**src/rtl/ecc_pkg.sv**
```systemverilog
// Hamming(15,11) definitions shared by the helper-data encoder and decoder:
// code geometry, bit-position tables and the parity function.
package ecc_pkg;

   localparam int K = 11;   // message bits
   localparam int N = 15;   // codeword bits
   localparam int P = 4;    // parity bits

   typedef logic [0:K-1] data_t;   // d0..d10, d0 is the MSB of a packed literal
   typedef logic [0:N-1] code_t;   // c0..c14, c0 is the MSB of a packed literal

   // Parity bit j sits at codeword index 2**j - 1 (1-based position 2**j).
   localparam int PARITY_POS [P] = '{0, 1, 3, 7};

   // Codeword index receiving message bit d<i>.
   localparam int DATA_POS [K] = '{2, 4, 5, 6, 8, 9, 10, 11, 12, 13, 14};

   // Parity bit j covers every codeword index whose 1-based position has bit j set.
   // The parity position itself is skipped, so the input may hold any value there.
   function automatic logic [0:P-1] hamming15_11_parity(input code_t c);
      logic [0:P-1] p;
      p = '0;
      for (int j = 0; j < P; j++) begin
         for (int i = 0; i < N; i++) begin
            if ((((i + 1) >> j) & 1) == 1 && i != PARITY_POS[j]) begin
               p[j] = p[j] ^ c[i];
            end
         end
      end
      return p;
   endfunction

endpackage

```
**src/rtl/ecc_encoder_stream_if.sv**
```systemverilog
// Valid/ready stream bundle of the encoder: 11-bit message words (with an
// error-injection tag) in, 15-bit codewords with a frame marker out.
interface ecc_encoder_stream_if;
   import ecc_pkg::*;

   logic       in_valid;
   logic       in_ready;
   data_t      in_data;
   logic [3:0] err_inj_pos;

   logic       out_valid;
   logic       out_ready;
   code_t      out_code;
   logic       out_last;

   // Encoder side
   modport slave (
      input  in_valid, in_data, err_inj_pos, out_ready,
      output in_ready, out_valid, out_code, out_last
   );

   // Producer/consumer side
   modport master (
      output in_valid, in_data, err_inj_pos, out_ready,
      input  in_ready, out_valid, out_code, out_last
   );

endinterface

```
**src/rtl/hamming15_11_enc_core.sv**
```systemverilog
// Combinational Hamming(15,11) encoder: scatters the message into its data
// positions and fills the four parity positions.
module hamming15_11_enc_core
   import ecc_pkg::*;
(
   input  data_t data,
   output code_t code
);

   code_t        placed;   // message in place, parity slots zero
   logic [0:P-1] parity;

   for (genvar gi = 0; gi < K; gi++) begin : g_data
      assign placed[DATA_POS[gi]] = data[gi];
      assign code[DATA_POS[gi]]   = data[gi];
   end

   for (genvar gi = 0; gi < P; gi++) begin : g_parity
      assign placed[PARITY_POS[gi]] = 1'b0;
      assign code[PARITY_POS[gi]]   = parity[gi];
   end

   assign parity = hamming15_11_parity(placed);

endmodule

```
**src/rtl/ecc_encoder_stream.sv**
```systemverilog
// Streaming Hamming(15,11) encoder: one output register stage with valid/ready
// handshake, optional single-bit error injection and frame tagging.
module ecc_encoder_stream
   import ecc_pkg::*;
#(
   parameter int WORDS_PER_FRAME = 4
) (
   input  logic                clk,
   input  logic                rst,
   input  logic                enable,
   input  logic                clear,
   ecc_encoder_stream_if.slave bus,
   output logic                frame_done
);

   localparam int            CW       = (WORDS_PER_FRAME > 1) ? $clog2(WORDS_PER_FRAME) : 1;
   localparam logic [CW-1:0] LAST_CNT = CW'(WORDS_PER_FRAME - 1);

   code_t         enc_code;
   code_t         flip_mask;
   code_t         code_reg, code_next;
   logic          valid_reg, valid_next;
   logic          last_reg, last_next;
   logic          done_reg, done_next;
   logic [CW-1:0] cnt_reg, cnt_next;
   logic          in_ready;
   logic          in_accept;
   logic          out_accept;

   hamming15_11_enc_core u_core (
      .data (bus.in_data),
      .code (enc_code)
   );

   // One-hot flip mask: err_inj_pos=n flips codeword index n-1, 0 flips nothing.
   for (genvar gi = 0; gi < N; gi++) begin : g_flip
      assign flip_mask[gi] = (bus.err_inj_pos == 4'(gi + 1));
   end

   // Handshake decode and next-state of the output register and frame counter.
   // The register is free when empty or being drained, so a drain and a new
   // accept in the same cycle simply replace its contents.
   always_comb begin
      in_ready   = enable & ~clear & (~valid_reg | bus.out_ready);
      in_accept  = bus.in_valid & in_ready;
      out_accept = valid_reg & bus.out_ready;
      code_next  = code_reg;
      valid_next = valid_reg;
      last_next  = last_reg;
      cnt_next   = cnt_reg;
      done_next  = out_accept & last_reg;
      if (clear) begin
         valid_next = 1'b0;
         cnt_next   = '0;
         done_next  = 1'b0;
      end else if (in_accept) begin
         valid_next = 1'b1;
         code_next  = enc_code ^ flip_mask;   // parity computed before the flip
         last_next  = (cnt_reg == LAST_CNT);
         cnt_next   = (cnt_reg == LAST_CNT) ? '0 : cnt_reg + 1'b1;
      end else if (out_accept) begin
         valid_next = 1'b0;
      end
   end

   // State registers; asynchronous reset discards any held codeword.
   always_ff @(posedge clk or posedge rst) begin
      if (rst) begin
         code_reg  <= '0;
         valid_reg <= 1'b0;
         last_reg  <= 1'b0;
         done_reg  <= 1'b0;
         cnt_reg   <= '0;
      end else begin
         code_reg  <= code_next;
         valid_reg <= valid_next;
         last_reg  <= last_next;
         done_reg  <= done_next;
         cnt_reg   <= cnt_next;
      end
   end

   assign bus.in_ready  = in_ready;
   assign bus.out_valid = valid_reg;
   assign bus.out_code  = code_reg;
   assign bus.out_last  = last_reg;
   assign frame_done    = done_reg;

endmodule

```
**src/flat_wrapper.sv**
```systemverilog
// flat-port wrapper written by rule: the top's interface ports become plain ports
module ecc_encoder_stream_flat import ecc_pkg::*;
#(
   parameter int WORDS_PER_FRAME = 4
)
  (clk, rst, enable, clear, frame_done, bus_in_valid, bus_in_data, bus_err_inj_pos, bus_out_ready, bus_in_ready, bus_out_valid, bus_out_code, bus_out_last);
  ecc_encoder_stream_if bus_i ();
  input  logic clk;
  input  logic rst;
  input  logic enable;
  input  logic clear;
  output logic frame_done;
  input wire logic [$bits(bus_i.in_valid)-1:0] bus_in_valid;
  input wire logic [$bits(bus_i.in_data)-1:0] bus_in_data;
  input wire logic [$bits(bus_i.err_inj_pos)-1:0] bus_err_inj_pos;
  input wire logic [$bits(bus_i.out_ready)-1:0] bus_out_ready;
  output wire logic [$bits(bus_i.in_ready)-1:0] bus_in_ready;
  output wire logic [$bits(bus_i.out_valid)-1:0] bus_out_valid;
  output wire logic [$bits(bus_i.out_code)-1:0] bus_out_code;
  output wire logic [$bits(bus_i.out_last)-1:0] bus_out_last;
  assign bus_i.in_valid = bus_in_valid;
  assign bus_i.in_data = bus_in_data;
  assign bus_i.err_inj_pos = bus_err_inj_pos;
  assign bus_i.out_ready = bus_out_ready;
  assign bus_in_ready = bus_i.in_ready;
  assign bus_out_valid = bus_i.out_valid;
  assign bus_out_code = bus_i.out_code;
  assign bus_out_last = bus_i.out_last;
  ecc_encoder_stream #(.WORDS_PER_FRAME(WORDS_PER_FRAME)) u_core (.clk(clk), .rst(rst), .enable(enable), .clear(clear), .bus(bus_i), .frame_done(frame_done));
endmodule
```
**config.mk**
```make
export PLATFORM = sky130hd
export DESIGN_NAME = ecc_encoder_stream_flat
export DESIGN_NICKNAME = d
export VERILOG_FILES = /design/src/rtl/ecc_pkg.sv /design/src/rtl/ecc_encoder_stream_if.sv /design/src/rtl/hamming15_11_enc_core.sv /design/src/rtl/ecc_encoder_stream.sv /design/src/flat_wrapper.sv
export SDC_FILE = /design/constraint.sdc
export NUM_CORES = 1
export LEC_CHECK = 0
export BUFFER_PORTS_ARGS = -buffer_cell sky130_fd_sc_hd__buf_2
export CORE_ASPECT_RATIO = 0.8
export CORE_MARGIN = 5
export CORE_UTILIZATION = 50
export CTS_CLUSTER_DIAMETER = 150
export DETAILED_ROUTE_END_ITERATION = 12
export GPL_ROUTABILITY_DRIVEN = 0
export PLACE_DENSITY = 0.79
export REMOVE_ABC_BUFFERS = 1
export SLEW_MARGIN = 25
export SYNTH_ARGS = -nofsm -noshare
export SYNTH_HDL_FRONTEND = slang
export SYNTH_SLANG_ARGS = --single-unit
```
**constraint.sdc**
```tcl
create_clock -name clk -period 3.09 [get_ports clk]
set_input_delay 0.4635 -clock clk [delete_from_list [all_inputs] [get_ports clk]]
set_output_delay 0.4635 -clock clk [all_outputs]
set_load 0.01 [all_outputs]
```
# Yosys cells after proc, flatten, opt, wreduce, memory -nomap -nowiden
# Index checks and enable logic that the tools add are counted.
dict set report classes {
  reduce_logical 3
  n_mux 7
  n_div 0
  n_bitwise 33
  order_cmp 0
  n_mul 0
  shift 0
  add_sub_neg 1
  n_eq_ne 16
}
# cell n
set ops {}
lappend ops {{$eq A4 B4 Y1 const B} 8}
lappend ops {{$xor A1 B1 Y1} 24}
lappend ops {{$eq A4 B3 Y1 const B} 4}
lappend ops {{$xor A15 B15 Y15} 1}
lappend ops {{$eq A4 B2 Y1 const B} 2}
lappend ops {{$mux W2} 3}
lappend ops {{$and A1 B1 Y1} 5}
lappend ops {{$eq A4 B1 Y1 const B} 1}
lappend ops {{$mux W1} 4}
lappend ops {{$reduce_bool A3 Y1} 1}
lappend ops {{$add A2 B1 Y2 const B} 1}
lappend ops {{$eq A2 B2 Y1 const B} 1}
lappend ops {{$not A1 Y1} 2}
lappend ops {{$reduce_and A2 Y1} 1}
lappend ops {{$reduce_bool A2 Y1} 1}
lappend ops {{$or A1 B1 Y1} 1}
dict set report word_totals {
  latch_bits 0
  mem_bits_ro 0
  ramBits 0
  out_inout_bits 19
  memories 0
  register_bits 20
  wordCells 65
  inputBits 21
}

# Longest topological paths before layout
# Gate-level depths: netlist of the first run.
dict set report depth {
  word_depth 7
  ltp_mapped 6
  mapped_depth_nobuf 4
}

# Hierarchy
# Synthesis of the first run repeated with hierarchy kept, for this count alone.
dict set report hier_totals {
  cells_unflattened 110
  hier_area_um2 1440.1
}
# mod cells_per_inst n_inst seq_area_each_um2 area_each_um2
set by_module_without_submodules {}
lappend by_module_without_submodules {ecc_encoder_stream 86 1 500.5 1161.1}
lappend by_module_without_submodules {hamming15_11_enc_core 24 1 0.0 279.0}

# Worst setup path before layout of the first run
# OpenSTA, ideal clock, no wires.
dict set report synth_timing {
  path_type {input to register}
  from {input bus_err_inj_pos[1]}
  to {register u_core.code_reg[7], in the netlist u_core.bus.out_code[7]}
  cell_stages 5
  required_ns 2.959
  arrival_time_ns 1.486
  n_path_buf 1
  setup_slack_ns 1.473
  setup_ns 0.131
  path_cell_list {buf_2 -> nor4b_2 -> xnor3_1 -> xnor2_1 -> o21ai_1}
}
dict set report synth_via {
  elab_chain_len 2
}
# item line_no
set synth_lines {}
lappend synth_lines {{start: declaration} flat_wrapper.sv:15} ;# input wire logic [$bits(bus_i.err_inj_pos)-1:0] bus_err_inj_pos;
lappend synth_lines {{$eq A4 B4 Y1} ecc_encoder_stream.sv:37} ;# assign flip_mask[gi] = (bus.err_inj_pos == 4'(gi + 1));
lappend synth_lines {{$xor A15 B15 Y15} ecc_encoder_stream.sv:58} ;# code_next = enc_code ^ flip_mask;
lappend synth_lines {{end signal: assignment} ecc_encoder_stream.sv:75} ;# code_reg <= code_next;
lappend synth_lines {{end: declaration} ecc_encoder_stream.sv:21} ;# code_t code_reg, code_next;
# Every way passes these cells.
# A chain may end at the register's enable or synchronous reset.

# Final worst setup path of the first run
dict set report layout_timing {
  from {register u_core.valid_reg, in the netlist u_core.bus.out_valid}
  to {register u_core.cnt_reg[0]}
}
dict set report layout_via {
  elab_chain_len 5
}
# item line_no
set layout_lines {}
lappend layout_lines {{start: declaration} ecc_encoder_stream.sv:22} ;# logic valid_reg, valid_next;
lappend layout_lines {{start signal: assignment} ecc_encoder_stream.sv:76} ;# valid_reg <= valid_next;
lappend layout_lines {{$not A1 Y1} ecc_encoder_stream.sv:44} ;# in_ready = enable & ~clear & (~valid_reg | bus.out_ready);
lappend layout_lines {{$or A1 B1 Y1} ecc_encoder_stream.sv:44}
lappend layout_lines {{$and A1 B1 Y1} ecc_encoder_stream.sv:44}
lappend layout_lines {{$and A1 B1 Y1} ecc_encoder_stream.sv:45} ;# in_accept = bus.in_valid & in_ready;
lappend layout_lines {{$reduce_bool A2 Y1 (no line)} n/a}
lappend layout_lines {{end signal: assignment} ecc_encoder_stream.sv:79} ;# cnt_reg <= cnt_next;
lappend layout_lines {{end: declaration} ecc_encoder_stream.sv:25} ;# logic [CW-1:0] cnt_reg, cnt_next;
# Every way passes these cells.

==> flow_summary.toml, run 1 <==
[die]
start_util_pct = 51.4
fp.dieW_um = 65.8
rows = 16
coreArea_mm2 = 0.00242
num_io_pins = 40
dieHeight_um = 54.6
die_area_mm2 = 0.00359

[worst_setup_path]
critical_path_class = "reg2reg"
end_kind = "register"
startpoint_type = "register"
cp.arrival_ps = 2140
worst_path_max_delay_cell = "nand4bb_1"
cpPeakStageDelay_ps = 660
critPathBufInv = 1
crit_required_ps = 3300
cp_max_fo = 19
critical_path.cell_chain = "nor2b_1 > nand4bb_1 > buf_4 > o31ai_1"
path_delay_family = "simple AND/OR/NAND/NOR gates"

[pwr]
ir_worst_vdd_uv = 269
power_density_mw_per_mm2 = 485
finalPower_w = 0.000719
p_leak_nw = 0.713

[clock_tree]
htree_levels = 1
clock_path_buffers = 2
hold_buffers = 0
cts_setup_buffers = 0
cts.repair.resized = 0
clk_transition_reported_paths_ps = 120
numCtsBuffers = 3
cts_num_sinks = 20
clockRootBuffer = "clkbuf_4"
insertion_delay_ps = 290
cts_tree = "built"

[placed_design]
dp.cells = 191
io_buffers = 39
pre_cts_ws_ps = 1100
dp_hpwl_mm = 2.05

[sta]
tightest_slew_ps = 750
tns_ps = 0
slew_violations = 0
hold_ws_ps = 276
fin_skew_ps = 1.97
fmax_mhz = 519
max_slew_margin_pct = 49.9
hold_violations = 0
worst_slack_ps = 1160
final-setup-viol-count = 0
period_share_pct = 62.4
rsz0062_at_grt = "false"
period_needed_ps = 1930

[global_route]
grt_max_degree = 21
grt_pass1_vias = 914
grt_pass1_wl_mm = 4.31
grt.total_usage_pct = 16.1
antenna_found_initial = 0
gr-total-overflow = 0

[synthesis]
ys_types = 31
synth_edf_count = 0
synthFlopType = "dfrtp_1"
yosys.area.top_type = "dfrtp_1"
synth_seq_cells = 20
synth_area_leaders = "dfrtp_1, xnor2_1, xnor3_1"
synth_cells = 123
synth_area_mm2 = 0.00124
ys_seq_area_share_pct = 40.2
synthArstFlopShare_pct = 100
netlist.area_leader.share_pct = 40.2
yosys_warnings = 0
synth.avg_cell_area_um2 = 10.1

[route]
via_per_inst = 4.82
drtIter0Drc = 39
drc = 0
routed_wl_mm = 2.55
dr.pass1.iters = 3
drtAntennaViolNets = 0
vias = 940
wl_per_cell_um = 13.1

[run_status]
status = "finished, final reports clean"

[final_layout]
final_common_cell = "buf_2"
drive_gt1_share_pct = 32.1
syn2layout_area_growth_pct = 19.2
multiInputGateArea_um2 = 692
final-seq-area_um2 = 500
num_antenna_cells = 0
fillers = 226
fin_nets = 182
layout_common_cells = "buf_2, dfrtp_1, nand2_1"
largest_reg_flops = 15
instances_no_fill = 195

[hold_path]
holdCritPathClass = "in2async"

[job]
max_cap_violations = 0
## cells by family after synthesis
kind of cell / share of synthesized area [%]
flip-flops: 40.2
buffers and inverters: 4.22
multiplexers: 0.904
adder cells (fa/ha/maj): 1.00
AO/OA/AOI/OAI: 7.74
AND/OR/NAND/NOR: 20.5
XOR/XNOR: 25.4
## metrics by stage
step	area, µm²	utilization [%]
global route	1480	61.3
detailed placement	1450	59.8
finish	1480	61.3
CTS	1480	61.3
global placement	1450	59.8
floorplan	1200	-
## cells in the mapped netlist (3+ instances only)
master	n
xnor3_1	4
nand2b_1	5
xnor2_1	15
clkbuf_1	3
nor2_1	5
nand2_1	18
o21ai_0	14
dfrtp_1	20
xor2_1	9
buf_2	3
## layout make-up
cell class	instances	share of cell area (%)
Multi-Input combinational cell	93	46.6
Sequential cell	20	33.7
Timing Repair Buffer	40	13.7
Tap cell	36	3.04
Clock buffer	4	2.45
Inverter	2	0.506
## report_power, final
part / leakage, nW / total (W) / switching [W] / internal (W)
clock: 0.0210 / 0.000153 / 0.0000812 / 0.0000717
sequential: 0.256 / 0.000335 / 0.0000271 / 0.000308
combinational: 0.436 / 0.000231 / 0.000121 / 0.000110
total: 0.713 / 0.000719 / 0.000229 / 0.000490
## worst reg2reg max path, cell delays in order, from the launching register on
cell	delay, ps
dfrtp_1	410
nor2b_1	140
nand4bb_1	660
buf_4	440
o31ai_1	200
## final timing paths
path	start	endpoint	slack, ps	cells after the start
setup / recovery	u_core.bus.out_valid	u_core.cnt_reg[0]	1160	4
hold / removal	rst	u_core.bus.out_code[14]	280	2
setup reg to reg	u_core.bus.out_valid	u_core.cnt_reg[0]	1160	4
hold reg to reg	u_core.bus.out_code[13]	u_core.bus.out_code[13]	490	2
max in group asynchronous	rst	u_core.bus.out_code[4]	2350	2
min in group clk	bus_out_ready	u_core.frame_done	390	3
## routing by layer
metal  up-vias  track usage [%]  part of all wire, %
met3         4             3.70                  4.4
li1        479                -                    -
met5         -                0                    0
met1       437             20.7                   46
met2        20             27.5                   48
met4         0             4.83                  1.6
(Power assumes the default switching activity.)
==> inputs of run 2 (changes only) <==
Settings changed: ABC_AREA set to 1, PLACE_DENSITY 0.79 to 0.77.
Clock period 3.09 ns to 1.78 ns, I/O delays scaled along.
==> flow_summary.toml, run 2 <==
[run_status]
status = "finished, final reports clean"

[clock_tree]
cts_num_sinks = 20
cts.repair.resized = 0
htree_levels = 1
clock_path_buffers = 2
hold_buffers = 0
insertion_delay_ps = 300
clk_transition_reported_paths_ps = 110
numCtsBuffers = 3
cts_setup_buffers = 0
clockRootBuffer = "clkbuf_4"
cts_tree = "built"

[sta]
tns_ps = 0
hold_violations = 0
max_slew_margin_pct = 52.5
fmax_mhz = 713
rsz0062_at_grt = "false"
period_needed_ps = 1400
fin_skew_ps = 1.99
tightest_slew_ps = 712
slew_violations = 0
hold_ws_ps = 68.1
final-setup-viol-count = 0
period_share_pct = 78.8

[worst_setup_path]
r2r_end = "u_core.bus.out_code[11]"
crit_required_ps = 1980
reg2reg_depth = 7
rr_startpoint = "u_core.bus.out_valid"
critical_path_class = "reg2reg"
rrSetupSlack_ps = 380
end_kind = "register"
cp_max_fo = 31
cp.arrival_ps = 1600
startpoint_type = "register"

[die]
fp.dieW_um = 69.8
start_util_pct = 52.2
rows = 17
num_io_pins = 40
die_area_mm2 = 0.00404
coreArea_mm2 = 0.00274
dieHeight_um = 57.9

[final_layout]
fillers = 262
num_antenna_cells = 0
drive_gt1_share_pct = 21.8
fin_nets = 294
final_common_cell = "nand2_1"
fin_util_pct = 61.7
layout_common_cells = "nand2_1, buf_2, inv_1"
largest_reg_flops = 15
syn2layout_area_growth_pct = 18.3
final_area_mm2 = 0.00169

[route]
wl_per_cell_um = 9.81
drtAntennaViolNets = 0
vias = 1425
via_per_inst = 4.61
drc = 0
drtIter0Drc = 59
dr.pass1.iters = 4
routed_wl_mm = 3.03

[synthesis]
synth_area_leaders = "dfrtp_1, nand2_1, xor2_1"
synth_seq_cells = 20
yosys.area.top_type = "dfrtp_1"
synth_cells = 231
yosys_warnings = 0
synth_area_mm2 = 0.00143
synth_edf_count = 0
synth_common_cells = "nand2_1, inv_1, dfrtp_1"
ys_seq_area_share_pct = 34.9
synthArstFlopShare_pct = 100
synthFlopType = "dfrtp_1"
synth.avg_cell_area_um2 = 6.20
post-synth-top-count-cell = "nand2_1"
ys_types = 16
netlist.area_leader.share_pct = 34.9

[placed_design]
place_area_mm2 = 0.00166
io_buffers = 39
dp_hpwl_mm = 2.49

[global_route]
grt_max_degree = 32
antenna_found_initial = 0
gr-total-overflow = 0
grt_pass1_vias = 1243
grt_pass1_wl_mm = 5.12
grt.total_usage_pct = 15.5

[pwr]
power_density_mw_per_mm2 = 726
finalPower_w = 0.00123
p_leak_nw = 1.05
ir_worst_vdd_uv = 277

[job]
max_cap_violations = 0

[hold_path]
holdCritPathClass = "in2async"
==> run 2: cells by family (layout without fill, tap and decap cells) <==
group | after synthesis | count (layout) | share of synthesized area [%]
and+or+nand+nor | 148 | 148 | 42.0
AOI/OAI and AO/OA | 15 | 15 | 5.24
xor gates and xnor gates | 12 | 12 | 7.34
buffers and inverters | 35 | 75 | 9.61
adders and majority gates | 1 | 1 | 0.873
DFF | 20 | 20 | 34.9
==> run 2: worst max path at each step <==
stage	from	endpoint	cells after the start	slack, ps
finish	u_core.bus.out_valid	u_core.bus.out_code[11]	7	380
global route	u_core.bus.out_valid	u_core.bus.out_code[7]	7	220
CTS	u_core.bus.out_valid	u_core.bus.out_code[11]	7	350
detailed placement	clear	u_core.cnt_reg[0]	8	350
global placement	clear	u_core.cnt_reg[0]	8	390
floorplan	u_core.bus.out_valid	u_core.cnt_reg[0]	7	420
==> run 2: critical path, cell delays in order (launching register included) <==
cell and delay [ps]:
dfrtp_1 390, inv_2 30, nor2_1 140, nor2_2 60, nand2_2 380, inv_2 140
nand3_1 120, nand2_1 50
==> run 2: cell type report <==
| cell class | count | area [µm²] | share of cell area (%) |
|---|---|---|---|
| sequential | 20 | 500 | 29.5 |
| tap | 38 | 47.5 | 2.81 |
| timing repair buffer | 39 | 195 | 11.5 |
| inverter | 32 | 120 | 7.09 |
| clock buffer | 4 | 36.3 | 2.14 |
| multi-input combinational | 176 | 795 | 46.9 |
==> run 2: routing by layer <==
layer  vias up  part of all wire (%)  GRT usage (%)
met1       605                    52           21.2
met2        32                    41           24.8
li1        782                     -              -
met3         6                   5.6           2.95
met5         -                     0              0
met4         0                   1.4           5.74
==> run 2: where the power goes <==
group | internal (W) | switching, W
Clock | 0.000125 | 0.000140
Sequential | 0.000530 | 0.0000385
Combinational | 0.000156 | 0.000241
==> run 2: through the flow <==
step	instances	setup WS, ps
global placement	305	395
CTS	309	353
global route	309	224
finish	309	377
floorplan	228	419
detailed placement	305	346
==> inputs of run 3 (changes only) <==
Settings changed: CORE_UTILIZATION 50 to 47, PLACE_DENSITY 0.77 to 0.76.
Clock period 1.78 ns to 1.2 ns, I/O delays scaled along.
==> flow_summary.toml, run 3 (same netlist as run 2, synthesis figures left out) <==
[route]
wl_per_cell_um = 10.3
drc = 0
via_per_inst = 4.64
vias = 1467
dr.pass1.iters = 4
drtAntennaViolNets = 0
drtIter0Drc = 100
routed_wl_mm = 3.26

[die]
coreArea_mm2 = 0.00285
die_area_mm2 = 0.00426
dieHeight_um = 59.4
start_util_pct = 50.3
rows = 17
num_io_pins = 40
fp.dieW_um = 71.7

[global_route]
met3_usage_pct = 2.20
grt_pass1_wl_mm = 5.39
gr-total-overflow = 0
grt_use_met1_pct = 22.2
grt_max_degree = 24
grt_pass1_vias = 1273
grtUsageMet2_pct = 25.5
grt.total_usage_pct = 16.0
grt_busiest_layer = "met2"
antenna_found_initial = 0

[pwr]
ir_worst_vdd_uv = 506
switching_power_w = 0.000633
p_sw_share_pct = 32.2
power_density_mw_per_mm2 = 1090
p_leak_nw = 1.10
finalPower_w = 0.00196
internal-power_w = 0.00133
comb_power_share_pct = 31.7
seqPwrFrac_pct = 43.0
clockPowerShare_pct = 25.2

[final_layout]
final_common_cell = "nand2_1"
layout_common_cells = "nand2_1, buf_2, inv_1"
final_area_mm2 = 0.00180
largest_reg_flops = 15
drive_gt1_share_pct = 23.7
num_antenna_cells = 0
fin_nets = 301
syn2layout_area_growth_pct = 25.6

[worst_setup_path]
end_kind = "output port"
r2r_end = "u_core.bus.out_code[1]"
startpoint_type = "register"
crit_required_ps = 1020
cp.arrival_ps = 990
cp_max_fo = 3
critical_path_class = "reg2out"
reg2reg_depth = 7
rrSetupSlack_ps = 60
rr_startpoint = "u_core.bus.out_valid"

[placed_design]
place_area_mm2 = 0.00172
dp_hpwl_mm = 2.73
io_buffers = 39

[clock_tree]
clock_path_buffers = 2
clockRootBuffer = "clkbuf_8"
cts_num_sinks = 20
clk_transition_reported_paths_ps = 70
numCtsBuffers = 3
htree_levels = 1
insertion_delay_ps = 250
cts_tree = "built"

[sta]
period_needed_ps = 1170
fmax_mhz = 851
final-setup-viol-count = 0
period_share_pct = 97.9
max_slew_margin_pct = 83.2
rsz0062_at_grt = "true"
hold_ws_ps = 106
slew_violations = 0
tightest_slew_ps = 252
fin_skew_ps = 3.94
hold_violations = 0

[hold_path]
hp-start = "clear"
holdCritPathClass = "in2reg"
whs_path_depth = 2
min_to = "u_core.frame_done"

[job]
max_cap_violations = 0

[run_status]
status = "finished, final reports clean"
run 3: cell count changes in the layout (fill, tap and decap cells not counted), sizes merged:
cell         delta
buf             +6
dlygate4sd3     +1
run 3: timing repair:
item | CTS | global route
buffers inserted | 0 | 0
setup endpoints to repair | 0 | 6
hold buffers | 1 | 0
resized for setup | 0 | 4
endpoints found under the hold margin | 20 | 0
run 3: worst max path at each step:
stage                         start                       to  slack (ps)  depth (start not counted)
4_1_cts        u_core.bus.out_valid             bus_in_ready          10                          4
6_report       u_core.bus.out_valid             bus_in_ready          30                          4
3_3_place_gp     bus_err_inj_pos[3]  u_core.bus.out_code[13]          90                          9
2_1_floorplan  u_core.bus.out_valid        u_core.cnt_reg[0]        -160                          7
5_1_grt        u_core.bus.out_valid             bus_in_ready         -40                          4
3_5_place_dp         bus_in_data[3]  u_core.bus.out_code[11]          80                         11
run 3: power by group through the flow:
stage	logic, W	clock network, W	registers, W
CTS	0.000624	0.000509	0.000846
detailed placement	0.000619	0	0.000858
floorplan	0.000302	0	0.000913
finish	0.000623	0.000496	0.000845
global placement	0.000609	0	0.000855
global route	0.000707	0.000546	0.000864
run 3: area by class of cell:
class	instances	area, µm²
inverters	32	120
fillers	276	1050
well taps	38	47.5
clock buffers	4	55.1
multi-input cells	176	807
flip-flops and latches	20	500
repair buffers	46	269
run 3: per-stage QoR:
step / setup TNS [ps] / std cells / setup slack [ps] / utilization [%]
2_1_floorplan: -1390 / 228 / -161 / -
6_report: 0 / 316 / 25.4 / 63.1
4_1_cts: 0 / 316 / 10.8 / 62.5
3_5_place_dp: 0 / 311 / 84.7 / 60.2
3_3_place_gp: 0 / 311 / 93.0 / 60.2
5_1_grt: -195 / 316 / -38.3 / 63.1
run 3: per-layer routing:
layer / part of all wire (%) / routed length, µm
met1: 53 / 1720
met3: 4.9 / 160
met5: 0 / 0
met4: 1.4 / 44
met2: 41 / 1330
run 3: critical path, cell delays in order (launching register included):
cell	delay [ps]
dfrtp_1	400
inv_2	80
nor2_4	40
nor2_4	110
buf_6	110
